File: config.mk
export PLATFORM = sky130hd
export DESIGN_NAME = imem_loader
export DESIGN_NICKNAME = d
export VERILOG_FILES = /design/src/rtl/imem_loader_pkg.sv /design/src/rtl/imem_loader_byte_assembler.sv /design/src/rtl/imem_loader.sv
export SDC_FILE = /design/constraint.sdc
export NUM_CORES = 1
export LEC_CHECK = 0
export ABC_CLOCK_PERIOD_IN_PS = 2800
export CORE_ASPECT_RATIO = 0.8
export CORE_MARGIN = 5
export CORE_UTILIZATION = 50
export DETAILED_ROUTE_END_ITERATION = 8
export PLACE_DENSITY_LB_ADDON = 0.25
export SYNTH_ARGS = -nofsm -noshare
export SYNTH_HDL_FRONTEND = slang
export SYNTH_SLANG_ARGS = --single-unit
File: constraint.sdc
create_clock -name clk -period 2.8 [get_ports clk]
set_input_delay 0.56 -clock clk [delete_from_list [all_inputs] [get_ports clk]]
set_output_delay 0.56 -clock clk [all_outputs]
set_load 0.05 [all_outputs]
File: src/rtl/imem_loader_pkg.sv
// Shared types and widths for the instruction-memory loader.
// The checksum state exists only when IMEM_LOADER_CHECKSUM_EN is defined.
package imem_loader_pkg;

    localparam int unsigned BYTE_W = 8;
    localparam int unsigned WORD_W = 32;

    typedef enum logic [2:0] {
        S_IDLE,
        S_COUNT,
        S_DATA,
        S_WRITE,
`ifdef IMEM_LOADER_CHECKSUM_EN
        S_CHECK,
`endif
        S_DONE,
        S_ERR
    } state_t;

endpackage

File: src/rtl/imem_loader_byte_assembler.sv
// Shifts host bytes big-endian into a 32-bit word; last_c flags the byte
// that completes the word and word_c presents the word including that byte.
module imem_loader_byte_assembler
    import imem_loader_pkg::*;
(
    input  logic              clk,
    input  logic              rst,
    input  logic              clear,
    input  logic              shift,
    input  logic [BYTE_W-1:0] byte_in,
    output logic [WORD_W-1:0] word_c,
    output logic              last_c
);

    // Only the three earlier bytes need storage; the fourth is the live input.
    logic [WORD_W-BYTE_W-1:0] acc;
    logic [1:0]               cnt;

    always_ff @(posedge clk or negedge rst) begin
        if (!rst) begin
            acc <= '0;
            cnt <= '0;
        end else if (clear) begin
            acc <= '0;
            cnt <= '0;
        end else if (shift) begin
            acc <= {acc[WORD_W-2*BYTE_W-1:0], byte_in};
            cnt <= cnt + 2'd1;
        end
    end

    assign word_c = {acc, byte_in};
    assign last_c = (cnt == 2'd3);

endmodule

File: src/rtl/imem_loader.sv
// Byte-stream loader: receives a word count then big-endian words, writes them
// to instruction memory and releases the CPU. IMEM_LOADER_CHECKSUM_EN adds an XOR check byte.
module imem_loader
    import imem_loader_pkg::*;
#(
    parameter int unsigned       MAX_WORDS = 16,
    parameter logic [WORD_W-1:0] BASE_ADDR = 32'h0000_0000
) (
    input  logic              clk,
    input  logic              rst,
    input  logic              start,
    input  logic              in_valid,
    input  logic [BYTE_W-1:0] in_data,
    output logic              in_ready,
    output logic              initialize,
    output logic [WORD_W-1:0] instruction_initialize_data,
    output logic [WORD_W-1:0] instruction_initialize_address,
    output logic              cpu_rst,
    output logic              done,
    output logic              error
);

    state_t            state, state_next;
    logic [BYTE_W-1:0] n_q, n_next;
    logic [BYTE_W-1:0] idx_q, idx_next;
    logic [BYTE_W-1:0] idx_inc;
    logic [WORD_W-1:0] data_next, addr_next;
    logic              in_ready_next;
    logic              fire;
    logic              asm_clear, asm_shift, asm_last_c;
    logic [WORD_W-1:0] asm_word_c;
`ifdef IMEM_LOADER_CHECKSUM_EN
    logic [BYTE_W-1:0] csum_q, csum_next;
`endif

    assign fire    = in_valid && in_ready;
    assign idx_inc = idx_q + 8'd1;

    imem_loader_byte_assembler u_asm (
        .clk     (clk),
        .rst     (rst),
        .clear   (asm_clear),
        .shift   (asm_shift),
        .byte_in (in_data),
        .word_c  (asm_word_c),
        .last_c  (asm_last_c)
    );

    // Next-state, counters and registered-output next values.
    always_comb begin
        state_next = state;
        n_next     = n_q;
        idx_next   = idx_q;
        data_next  = instruction_initialize_data;
        addr_next  = instruction_initialize_address;
        asm_clear  = 1'b0;
        asm_shift  = 1'b0;
`ifdef IMEM_LOADER_CHECKSUM_EN
        csum_next  = csum_q;
`endif
        case (state)
            S_IDLE, S_DONE, S_ERR: begin
                if (start) begin
                    state_next = S_COUNT;
                    n_next     = '0;
                    idx_next   = '0;
                    asm_clear  = 1'b1;
`ifdef IMEM_LOADER_CHECKSUM_EN
                    csum_next  = '0;
`endif
                end
            end
            S_COUNT: begin
                if (fire) begin
`ifdef IMEM_LOADER_CHECKSUM_EN
                    csum_next = csum_q ^ in_data;
`endif
                    if (in_data == '0) begin
                        state_next = S_DONE;
                    end else if (32'(in_data) > MAX_WORDS) begin
                        state_next = S_ERR;
                    end else begin
                        n_next     = in_data;
                        state_next = S_DATA;
                    end
                end
            end
            S_DATA: begin
                if (fire) begin
                    asm_shift = 1'b1;
`ifdef IMEM_LOADER_CHECKSUM_EN
                    csum_next = csum_q ^ in_data;
`endif
                    if (asm_last_c) begin
                        state_next = S_WRITE;
                        data_next  = asm_word_c;
                        addr_next  = BASE_ADDR + (32'(idx_q) << 2);
                    end
                end
            end
            S_WRITE: begin
                idx_next = idx_inc;
                if (idx_inc == n_q) begin
`ifdef IMEM_LOADER_CHECKSUM_EN
                    state_next = S_CHECK;
`else
                    state_next = S_DONE;
`endif
                end else begin
                    state_next = S_DATA;
                end
            end
`ifdef IMEM_LOADER_CHECKSUM_EN
            S_CHECK: begin
                if (fire) begin
                    state_next = (in_data == csum_q) ? S_DONE : S_ERR;
                end
            end
`endif
            default: state_next = S_IDLE;
        endcase

        in_ready_next = (state_next == S_COUNT) || (state_next == S_DATA)
`ifdef IMEM_LOADER_CHECKSUM_EN
                        || (state_next == S_CHECK)
`endif
                        ;
    end

    // Outputs are registered from the next state so they line up with the state register.
    always_ff @(posedge clk or negedge rst) begin
        if (!rst) begin
            state                          <= S_IDLE;
            n_q                            <= '0;
            idx_q                          <= '0;
            in_ready                       <= 1'b0;
            initialize                     <= 1'b0;
            instruction_initialize_data    <= '0;
            instruction_initialize_address <= '0;
            cpu_rst                        <= 1'b1;
            done                           <= 1'b0;
            error                          <= 1'b0;
`ifdef IMEM_LOADER_CHECKSUM_EN
            csum_q                         <= '0;
`endif
        end else begin
            state                          <= state_next;
            n_q                            <= n_next;
            idx_q                          <= idx_next;
            in_ready                       <= in_ready_next;
            initialize                     <= (state_next == S_WRITE);
            instruction_initialize_data    <= data_next;
            instruction_initialize_address <= addr_next;
            cpu_rst                        <= (state_next != S_DONE);
            done                           <= (state_next == S_DONE);
            error                          <= (state_next == S_ERR);
`ifdef IMEM_LOADER_CHECKSUM_EN
            csum_q                         <= csum_next;
`endif
        end
    end

endmodule

==> results.md, run 1 <==
- Status: complete, no violations
- Post-synthesis register bit count: 90
- Crit path DAT: 2670 ps
- Kind of end point of the critical path: flop
- Leak: 2.33 nW
- Port Buffers: 56
- Post-route ant nets: 0
- Vias per cell: 5.12
- Seq/Total Area, Yosys: 56.2%
- Cells after synthesis: 448
- Drt first pass iters: 4
- DPL Wire Length: 5.99 mm
- Synthesized area per cell: 8.95 µm²
- Worst R2R End: cpu_rst$_DFF_PN1_
- Setup ws final: 420 ps
- Final net count: 513
- Worst r2r src: idx_q[0]$_DFFE_PN0P_
- Worst reg-to-reg setup slack: 420 ps
- Area of the multi-input gates: 0.00156 mm²
- Std cell rows: 29
- Post-synth EDFFs: 0
- Fin Hold WS: 248 ps
- Layout Skew: 10.6 ps
- Starting density of the core: 50.9%
- Core Util, Final: 60.8%
- Root buffer cell: clkbuf_8
- DR vias: 3134
- Grt total ovfl: 0
- Critical path class: flop to flop
- Critical Path Start Type: flop
- First-pass GRT wire length: 14.6 mm
- Post-CTS Resized: 0
- Share of post-route cells with drive strength above 1: 5.95%
- Final Hold Viols: 0
- Dpl cell area: 0.00458 mm²
- Die extent in y: 90.1 µm
- Setup TNS Final: 0 ps
- Yosys top cell area share: 55.5%
- Core Region: 0.00787 mm²
- Max frequency: 420 MHz
- Max-slew headroom: 46.6%
- Vias in the first global route: 3055
- Max FO, Critical Path: 7
- 1st-iter DRT viols: 165
- Slew at the pin closest to its max-slew limit: 798 ps
- Synth unique cells: 47
- Yosys Warn Count: 0
- Final Cycle Share: 85.0%
- Final setup viols: 0
- Die W: 110 µm
- Final WL: 8.55 mm
- Top cells by area, synth: dfrtp_1 56%, nand2_1 17%, o21ai_0 5.4%, buf_4 4.5%, clkbuf_1 1.7%
- Min Clock Period, post-route: 2380 ps
- IO Pins: 81
- Cell taking the most area after synthesis: dfrtp_1
- Power density cells: 608 mW/mm²
- Postcts setup bufs: 0
- Synthesized area: 0.00401 mm²
- Area delta synth->final: 19.4%
- Gp weighted congestion: 0.825
- CP endpoint: cpu_rst$_DFF_PN1_
- CTS buffer count: 9
- Max Cap Viol: 0
- Aggregate global-route resource usage: 18.5%
- Drt wl/cell: 14.0 µm
- H-Tree Level Count: 3
- Die Area: 0.00993 mm²
- Skew-Pair Late Insertion Delay: 360 ps
- Hold buffers post-CTS: 0
- RSZ-0062 raised after global routing: no
- Crit path from: idx_q[0]$_DFFE_PN0P_
- Worst reg-to-reg path cell count: 6
- Clk sinks: 90
- CTS tree: built
- # fillers: 685
- Max Slew Vio Count: 0
- HP Class: input port to asynchronous set/reset pin
- Drc violations: 0
- Largest net degree at the start of global routing: 57
- Post-place setup slack: 154 ps
- Post-synth ARST share: 100%
- Top_reg_cell synth: dfrtp_1
- Maximum clock insertion buffer count: 2
- Clock transition at the registers of the reported paths: 90 ps
- FF/Latch Area: 0.00225 mm²
- Initial antenna violation count: 0
- Worst path required time: 3090 ps
- Max IR drop VDD: 434 µV
- # diodes: 0
- Fin area: 0.00479 mm²
-- power by group --
group / internal (mW) / switching [mW] / total (mW)
Clock: 0.445 / 0.467 / 0.912
Combinational: 0.170 / 0.398 / 0.568
Sequential: 1.37 / 0.0631 / 1.43
Total: 1.98 / 0.928 / 2.91
-- worst max-delay path, stage by stage (launching register included) --
cell and delay (ps):
dfrtp_1 470, ha_1 320, nand3_1 170, or3_1 370, a221o_1 350, a2111o_1 430, a21o_1 200
-- layout make-up --
type / instances / area share (%)
Multi-Input combinational cell: 332 / 32.6
Inverter: 4 / 0.314
Clock buffer: 10 / 2.87
Sequential cell: 90 / 47.1
Tap cell: 108 / 2.82
Timing Repair Buffer: 62 / 12.9
Clock inverter: 6 / 1.49
-- cell usage in the layout, fill, tap and decap left out, drive strengths merged, types with 2 or more instances in the layout --
cell type / instances
conb: 24
a21o: 2
clkdlybuf4s50: 55
a211oi: 2
inv: 6
clkbuf: 10
nor3: 2
a21oi: 6
ha: 2
or3: 2
xnor2: 5
dfrtp: 89
buf: 7
and2: 7
nor2: 8
nand3: 5
o41ai: 2
and3: 5
o21ai: 43
nand2b: 3
nor3b: 3
nand2: 186
a31oi: 4
o31ai: 2
clkinvlp: 2
xor2: 3
-- state kept, by name (all words and copies together), names as in the netlist --
name,count
n_q,8
done,1
u_asm.acc,24
state,3
error,1
in_ready,1
u_asm.cnt,2
cpu_rst,1
idx_q,8
initialize,1
instruction_initialize_address,8
instruction_initialize_data,32
-- metal layers --
| metal | vias to the layer above | wire length [µm] | GRT usage, % |
|---|---|---|---|
| met5 | - | 0 | 0 |
| li1 | 1518 | - | - |
| met4 | 0 | 119 | 6.56 |
| met3 | 9 | 637 | 4.87 |
| met2 | 115 | 3800 | 26.1 |
| met1 | 1492 | 3990 | 27.3 |
-- metrics by stage --
stage | power, mW | std cells
final | 2.91 | 612
after global routing | 3.05 | 612
after CTS | 2.93 | 612
after detailed placement | 2.02 | 596
after global placement | 2.01 | 596
after floorplan | 1.88 | 471
-- logic make-up after synthesis --
| logic type | Yosys count | synth area share, % |
|---|---|---|
| fa+ha+maj | 2 | 0.624 |
| mux | 1 | 0.250 |
| xor+xnor | 8 | 1.75 |
| simple gates | 226 | 23.4 |
| buf+inv | 49 | 7.24 |
| other cells | 1 | 0.0935 |
| compound gates | 71 | 10.4 |
| flops | 90 | 56.2 |
-- cells in the mapped netlist, drive strengths merged (3+ instances only) --
cell,n
and3,5
inv,4
nand3,5
clkbuf,18
nor2,8
a21oi,6
buf,27
xor2,3
dfrtp,89
nor3b,3
nand2,186
and2,7
xnor2,5
a31oi,4
o21ai,43
nand2b,3
-- how the worst min path moves through the flow --
stage | from | to | slack [ps]
after floorplan | rst | done$_DFF_PN0_ | 260
after global placement | u_asm.acc[20]$_DFFE_PN0P_ | instruction_initialize_data[28]$_DFFE_PN0P_ | 450
after detailed placement | u_asm.acc[16]$_DFFE_PN0P_ | instruction_initialize_data[24]$_DFFE_PN0P_ | 460
after CTS | rst | instruction_initialize_data[11]$_DFFE_PN0P_ | 270
after global routing | rst | instruction_initialize_data[11]$_DFFE_PN0P_ | 300
final | rst | instruction_initialize_data[11]$_DFFE_PN0P_ | 250
Power figures use the tool's default switching activity.
==> run 2, diff against run 1 <==
--- a/config.mk
+++ b/config.mk
@@ -5,7 +5,7 @@
 export SDC_FILE = /design/constraint.sdc
 export NUM_CORES = 1
 export LEC_CHECK = 0
-export ABC_CLOCK_PERIOD_IN_PS = 2800
+export ABC_CLOCK_PERIOD_IN_PS = 2350
 export CORE_ASPECT_RATIO = 0.8
 export CORE_MARGIN = 5
 export CORE_UTILIZATION = 50
==> constraint.sdc (replaced) <==
create_clock -name clk -period 2.35 [get_ports clk]
set_input_delay 0.47 -clock clk [delete_from_list [all_inputs] [get_ports clk]]
set_output_delay 0.47 -clock clk [all_outputs]
set_load 0.05 [all_outputs]
==> run 2 against run 1 <==
Net effect: sequential power up 19%; clock skew fell by 4.5 ps; setup slack worse by 270 ps; critical endpoint unchanged; largest power group unchanged.
==> results.md, run 2 (same netlist as run 1, synthesis figures left out) <==
- Status: complete, no violations
- Final setup viols: 0
- Die extent in y: 90.1 µm
- H-Tree Level Count: 3
- Area delta synth->final: 22.1%
- Max FO, Critical Path: 5
- Final Hold Viols: 0
- Kind of end point of the critical path: flop
- Postcts setup bufs: 0
- Setup TNS Final: 0 ps
- Drt wl/cell: 14.1 µm
- Max FFs per register: 32
- # diodes: 0
- Crit path from: idx_q[1]$_DFFE_PN0P_
- Max Slew Vio Count: 0
- Aggregate global-route resource usage: 19.0%
- Final Cycle Share: 93.7%
- Clock transition at the registers of the reported paths: 80 ps
- NetSw: 1.08 mW
- Switch share: 29.6%
- IO Pins: 81
- 1st-iter DRT viols: 194
- Share of post-route cells with drive strength above 1: 7.57%
- Critical path class: flop to flop
- Max Cap Viol: 0
- Skew-Pair Late Insertion Delay: 350 ps
- Power density cells: 747 mW/mm²
- First-pass GRT wire length: 14.9 mm
- RSZ-0062 raised after global routing: no
- Dpl cell area: 0.00466 mm²
- DPL Wire Length: 6.29 mm
- CTS tree: built
- Grt total ovfl: 0
- Largest Register: instruction_initialize_data
- Comb pwr share: 20.1%
- Std cell rows: 29
- FF/Latch Area: 0.00225 mm²
- Fin Hold WS: 50.0 ps
- Max-slew headroom: 64.0%
- Worst path required time: 2640 ps
- Max IR drop VDD: 697 µV
- Die W: 110 µm
- Clk sinks: 90
- Area of the multi-input gates: 0.00156 mm²
- # fillers: 697
- Final net count: 524
- Starting density of the core: 50.9%
- Most frequent cells in the layout: 186 x nand2_1, 89 x dfrtp_1, 55 x clkdlybuf4s50_1
- Vias in the first global route: 3009
- Maximum clock insertion buffer count: 2
- DR vias: 3156
- Port Buffers: 56
- Critical Path Start Type: flop
- Drc violations: 0
- Die Area: 0.00993 mm²
- Clock power share: 33.3%
- Commonest non-fill, non-tap cell in the layout: nand2_1
- Top flop regs: instruction_initialize_data x32, u_asm.acc x24
- Worst r2r src: idx_q[1]$_DFFE_PN0P_
- Fin area: 0.00490 mm²
- Final WL: 8.78 mm
- CTS buffer count: 9
- Crit path DAT: 2490 ps
- Largest net degree at the start of global routing: 52
- Post-route ant nets: 0
- Min Clock Period, post-route: 2200 ps
- Root buffer cell: clkbuf_8
- Max frequency: 454 MHz
- Slew at the pin closest to its max-slew limit: 539 ps
- Flop pwr share: 46.6%
- Initial antenna violation count: 0
- Vias per cell: 5.07
- Post-CTS Resized: 0
- Drt first pass iters: 6
- Leak: 2.40 nW
- Hold buffers post-CTS: 0
- Core Region: 0.00787 mm²
- Gp weighted congestion: 0.847
- Internal power: 2.57 mW
- Layout Skew: 6.08 ps
- HP Class: input port to asynchronous set/reset pin
run 2: changes by cell type in the layout (fill, tap and decap cells not counted), sizes merged:
cell	change
clkbuf	+1
bufinv	+2
buf	+11
clkinvlp	-1
inv	-2
run 2: area by class of cell:
class | instances | share of cell area [%]
repair buffers | 73 | 14.3
well taps | 108 | 2.76
inverters | 4 | 0.307
clock inverters | 5 | 2.10
flip-flops and latches | 90 | 46.0
multi-input cells | 332 | 31.9
clock buffers | 11 | 2.68
run 2: worst max-delay path, stage by stage, from the launching register on:
cell	delay (ps)
dfrtp_1	450
ha_1	230
nand3_1	120
or3_1	350
a221o_1	350
a2111o_1	430
a21o_1	200
run 2: path summary, 6_finish.rpt:
path	to	depth (start not counted)	slack, ps
min reg2reg	instruction_initialize_data[19]$_DFFE_PN0P_	2	480
max in group asynchronous	cpu_rst$_DFF_PN1_	2	1590
min	instruction_initialize_data[11]$_DFFE_PN0P_	1	50
max reg2reg	cpu_rst$_DFF_PN1_	6	150
min in group clk	instruction_initialize_data[19]$_DFFE_PN0P_	2	480
max	cpu_rst$_DFF_PN1_	6	150
run 2: power groups by stage:
stage | Combinational, mW | Sequential (mW) | Clock, mW
6_report | 0.736 | 1.70 | 1.22
3_3_place_gp | 0.710 | 1.73 | 0
3_5_place_dp | 0.728 | 1.73 | 0
5_1_grt | 0.813 | 1.72 | 1.33
2_1_floorplan | 0.448 | 1.79 | 0
4_1_cts | 0.732 | 1.70 | 1.25
run 2: metrics by stage:
step	cells	util (%)	total power [mW]	setup WS, ps
floorplan	471	-	2.23	232
global placement	607	59.2	2.44	157
detailed placement	607	59.2	2.46	43.5
CTS	623	62.2	3.68	178
global route	623	62.2	3.86	0.993
finish	623	62.2	3.66	149
run 2: metal layers:
layer	wire length (µm)	global-route usage, %	part of all wire [%]	vias up
li1	-	-	-	1529
met1	3960	27.7	45	1465
met2	3800	26.3	43	140
met3	848	7.66	9.7	22
met4	168	4.82	1.9	0
met5	0	0	0	-
==> run 3, diff against run 2 <==
--- a/config.mk
+++ b/config.mk
@@ -8,7 +8,7 @@
 export ABC_CLOCK_PERIOD_IN_PS = 2350
 export CORE_ASPECT_RATIO = 0.8
 export CORE_MARGIN = 5
-export CORE_UTILIZATION = 50
+export CORE_UTILIZATION = 51
 export DETAILED_ROUTE_END_ITERATION = 8
 export PLACE_DENSITY_LB_ADDON = 0.25
 export SYNTH_ARGS = -nofsm -noshare
==> run 3 against run 2 <==
Net effect: power fell by 2.2%; cell area fell by 0.49%; fmax rose by 0.75%; setup slack improved by 16 ps; count of clock-buffer cells in the layout fell by 1; critical endpoint unchanged; largest cell class unchanged.
==> results.md, run 3 (same netlist as run 1, synthesis figures left out) <==
- Commonest non-fill, non-tap cell in the layout: nand2_1
- Min Clock Period, post-route: 2180 ps
- Clk sinks: 90
- Post-CTS Resized: 0
- Worst path required time: 2630 ps
- Area delta synth->final: 21.5%
- IO Pins: 81
- Maximum clock insertion buffer count: 2
- Post-route ant nets: 0
- Drt wl/cell: 13.6 µm
- Max-slew headroom: 64.4%
- Die Area: 0.00975 mm²
- Final setup viols: 0
- Root buffer cell: clkbuf_8
- Critical Path Start Type: flop
- Core Region: 0.00780 mm²
- Drt first pass iters: 5
- Final Cycle Share: 93.0%
- Slew at the pin closest to its max-slew limit: 534 ps
- H-Tree Level Count: 3
- Share of post-route cells with drive strength above 1: 7.60%
- Fin Hold WS: 74.5 ps
- Worst stage delay on the critical path: 430 ps
- Power density cells: 734 mW/mm²
- CTS buffer count: 9
- Crit path from: idx_q[1]$_DFFE_PN0P_
- Max frequency: 458 MHz
- Die W: 109 µm
- DR vias: 3116
- Critical path class: flop to flop
- Max Slew Vio Count: 0
- # diodes: 0
- Vias per cell: 5.02
- Setup TNS Final: 0 ps
- Hold buffers post-CTS: 0
- Status: complete, no violations
- First-pass GRT wire length: 14.2 mm
- Final Hold Viols: 0
- Core Util, Final: 62.5%
- Max Cap Viol: 0
- Crit path DAT: 2470 ps
- Met3 usage: 4.48%
- Final net count: 522
- 1st-iter DRT viols: 149
- Postcts setup bufs: 0
- Top flop regs: instruction_initialize_data x32, u_asm.acc x24
- CTS tree: built
- # fillers: 669
- RSZ-0062 raised after global routing: no
- Port Buffers: 56
- Skew-Pair Late Insertion Delay: 350 ps
- Starting density of the core: 51.4%
- Layout Skew: 12.7 ps
- Final WL: 8.44 mm
- Initial antenna violation count: 0
- Met2 Use GR: 27.0%
- Max FFs per register: 32
- Most frequent cells in the layout: 186 x nand2_1, 89 x dfrtp_1, 55 x clkdlybuf4s50_1
- Grt peak-use layer: met1
- Aggregate global-route resource usage: 18.7%
- CP Cell Sequence: ha_1, nand3_1, or3_1, a221o_1, a2111o_1, a21o_1
- Kind of end point of the critical path: flop
- Largest net degree at the start of global routing: 52
- Vias in the first global route: 2938
- Drc violations: 0
- Max FO, Critical Path: 5
- Grt total ovfl: 0
- Die extent in y: 89.3 µm
- Max IR drop VDD: 552 µV
- Clock transition at the registers of the reported paths: 90 ps
- Worst r2r src: idx_q[1]$_DFFE_PN0P_
- Largest Register: instruction_initialize_data
- Met1 usage: 28.8%
- Std cell rows: 29
- DPL Wire Length: 6.00 mm
- HP Class: input port to asynchronous set/reset pin
- Gp weighted congestion: 0.838
- Crit-path slowest cell: dfrtp_1
- Leak: 2.39 nW
## run 3: cell count changes in the layout (fill, tap and decap cells not counted), sizes merged
cell      change
buf           -2
clkinv        +2
bufinv        -1
clkbuf        -1
clkinvlp      -1
inv           +1
## run 3: through the flow
stage	total power, mW	instance area, µm²	std cells	worst slack [ps]
floorplan	2.23	4100	471	232
global placement	2.43	4650	605	158
detailed placement	2.44	4650	605	48.9
CTS	3.61	4870	621	167
global route	3.76	4870	621	29.3
finish	3.58	4870	621	165
## run 3: final timing paths
kind	endpoint	slack [ps]	cells past startpoint
worst max-delay path	cpu_rst$_DFF_PN1_	170	6
max in group asynchronous	cpu_rst$_DFF_PN1_	1580	2
worst max register to register	cpu_rst$_DFF_PN1_	170	6
min in group clk	instruction_initialize_data[30]$_DFFE_PN0P_	480	2
worst min-delay path	instruction_initialize_data[6]$_DFFE_PN0P_	70	1
worst min register to register	instruction_initialize_data[30]$_DFFE_PN0P_	480	2
## run 3: metal layers
layer	wire length, µm	share of wire (%)
met1	4320	51
met4	40	0.47
met3	570	6.8
met5	0	0
met2	3510	42
## run 3: area by class of cell
| class | instances | area (µm²) | share of cell area (%) |
|---|---|---|---|
| Clock buffer | 10 | 138 | 2.82 |
| Clock inverter | 6 | 87.6 | 1.80 |
| Inverter | 4 | 15.0 | 0.308 |
| Multi-Input combinational cell | 332 | 1560 | 32.0 |
| Sequential cell | 90 | 2250 | 46.3 |
| Tap cell | 108 | 135 | 2.77 |
| Timing Repair Buffer | 71 | 683 | 14.0 |
## run 3: power by group
group / internal [mW] / switching [mW] / leakage [nW]
logic: 0.230 / 0.476 / 1.04
registers: 1.63 / 0.0711 / 1.24
clock network: 0.630 / 0.541 / 0.117
total: 2.49 / 1.09 / 2.39
## run 3: worst max-delay path, delay by kind of cell (launching register included)
kind / cells / cell delay [ps]
compound gates: 3 / 990
flops: 1 / 430
simple gates: 2 / 480
fa+ha+maj: 1 / 210
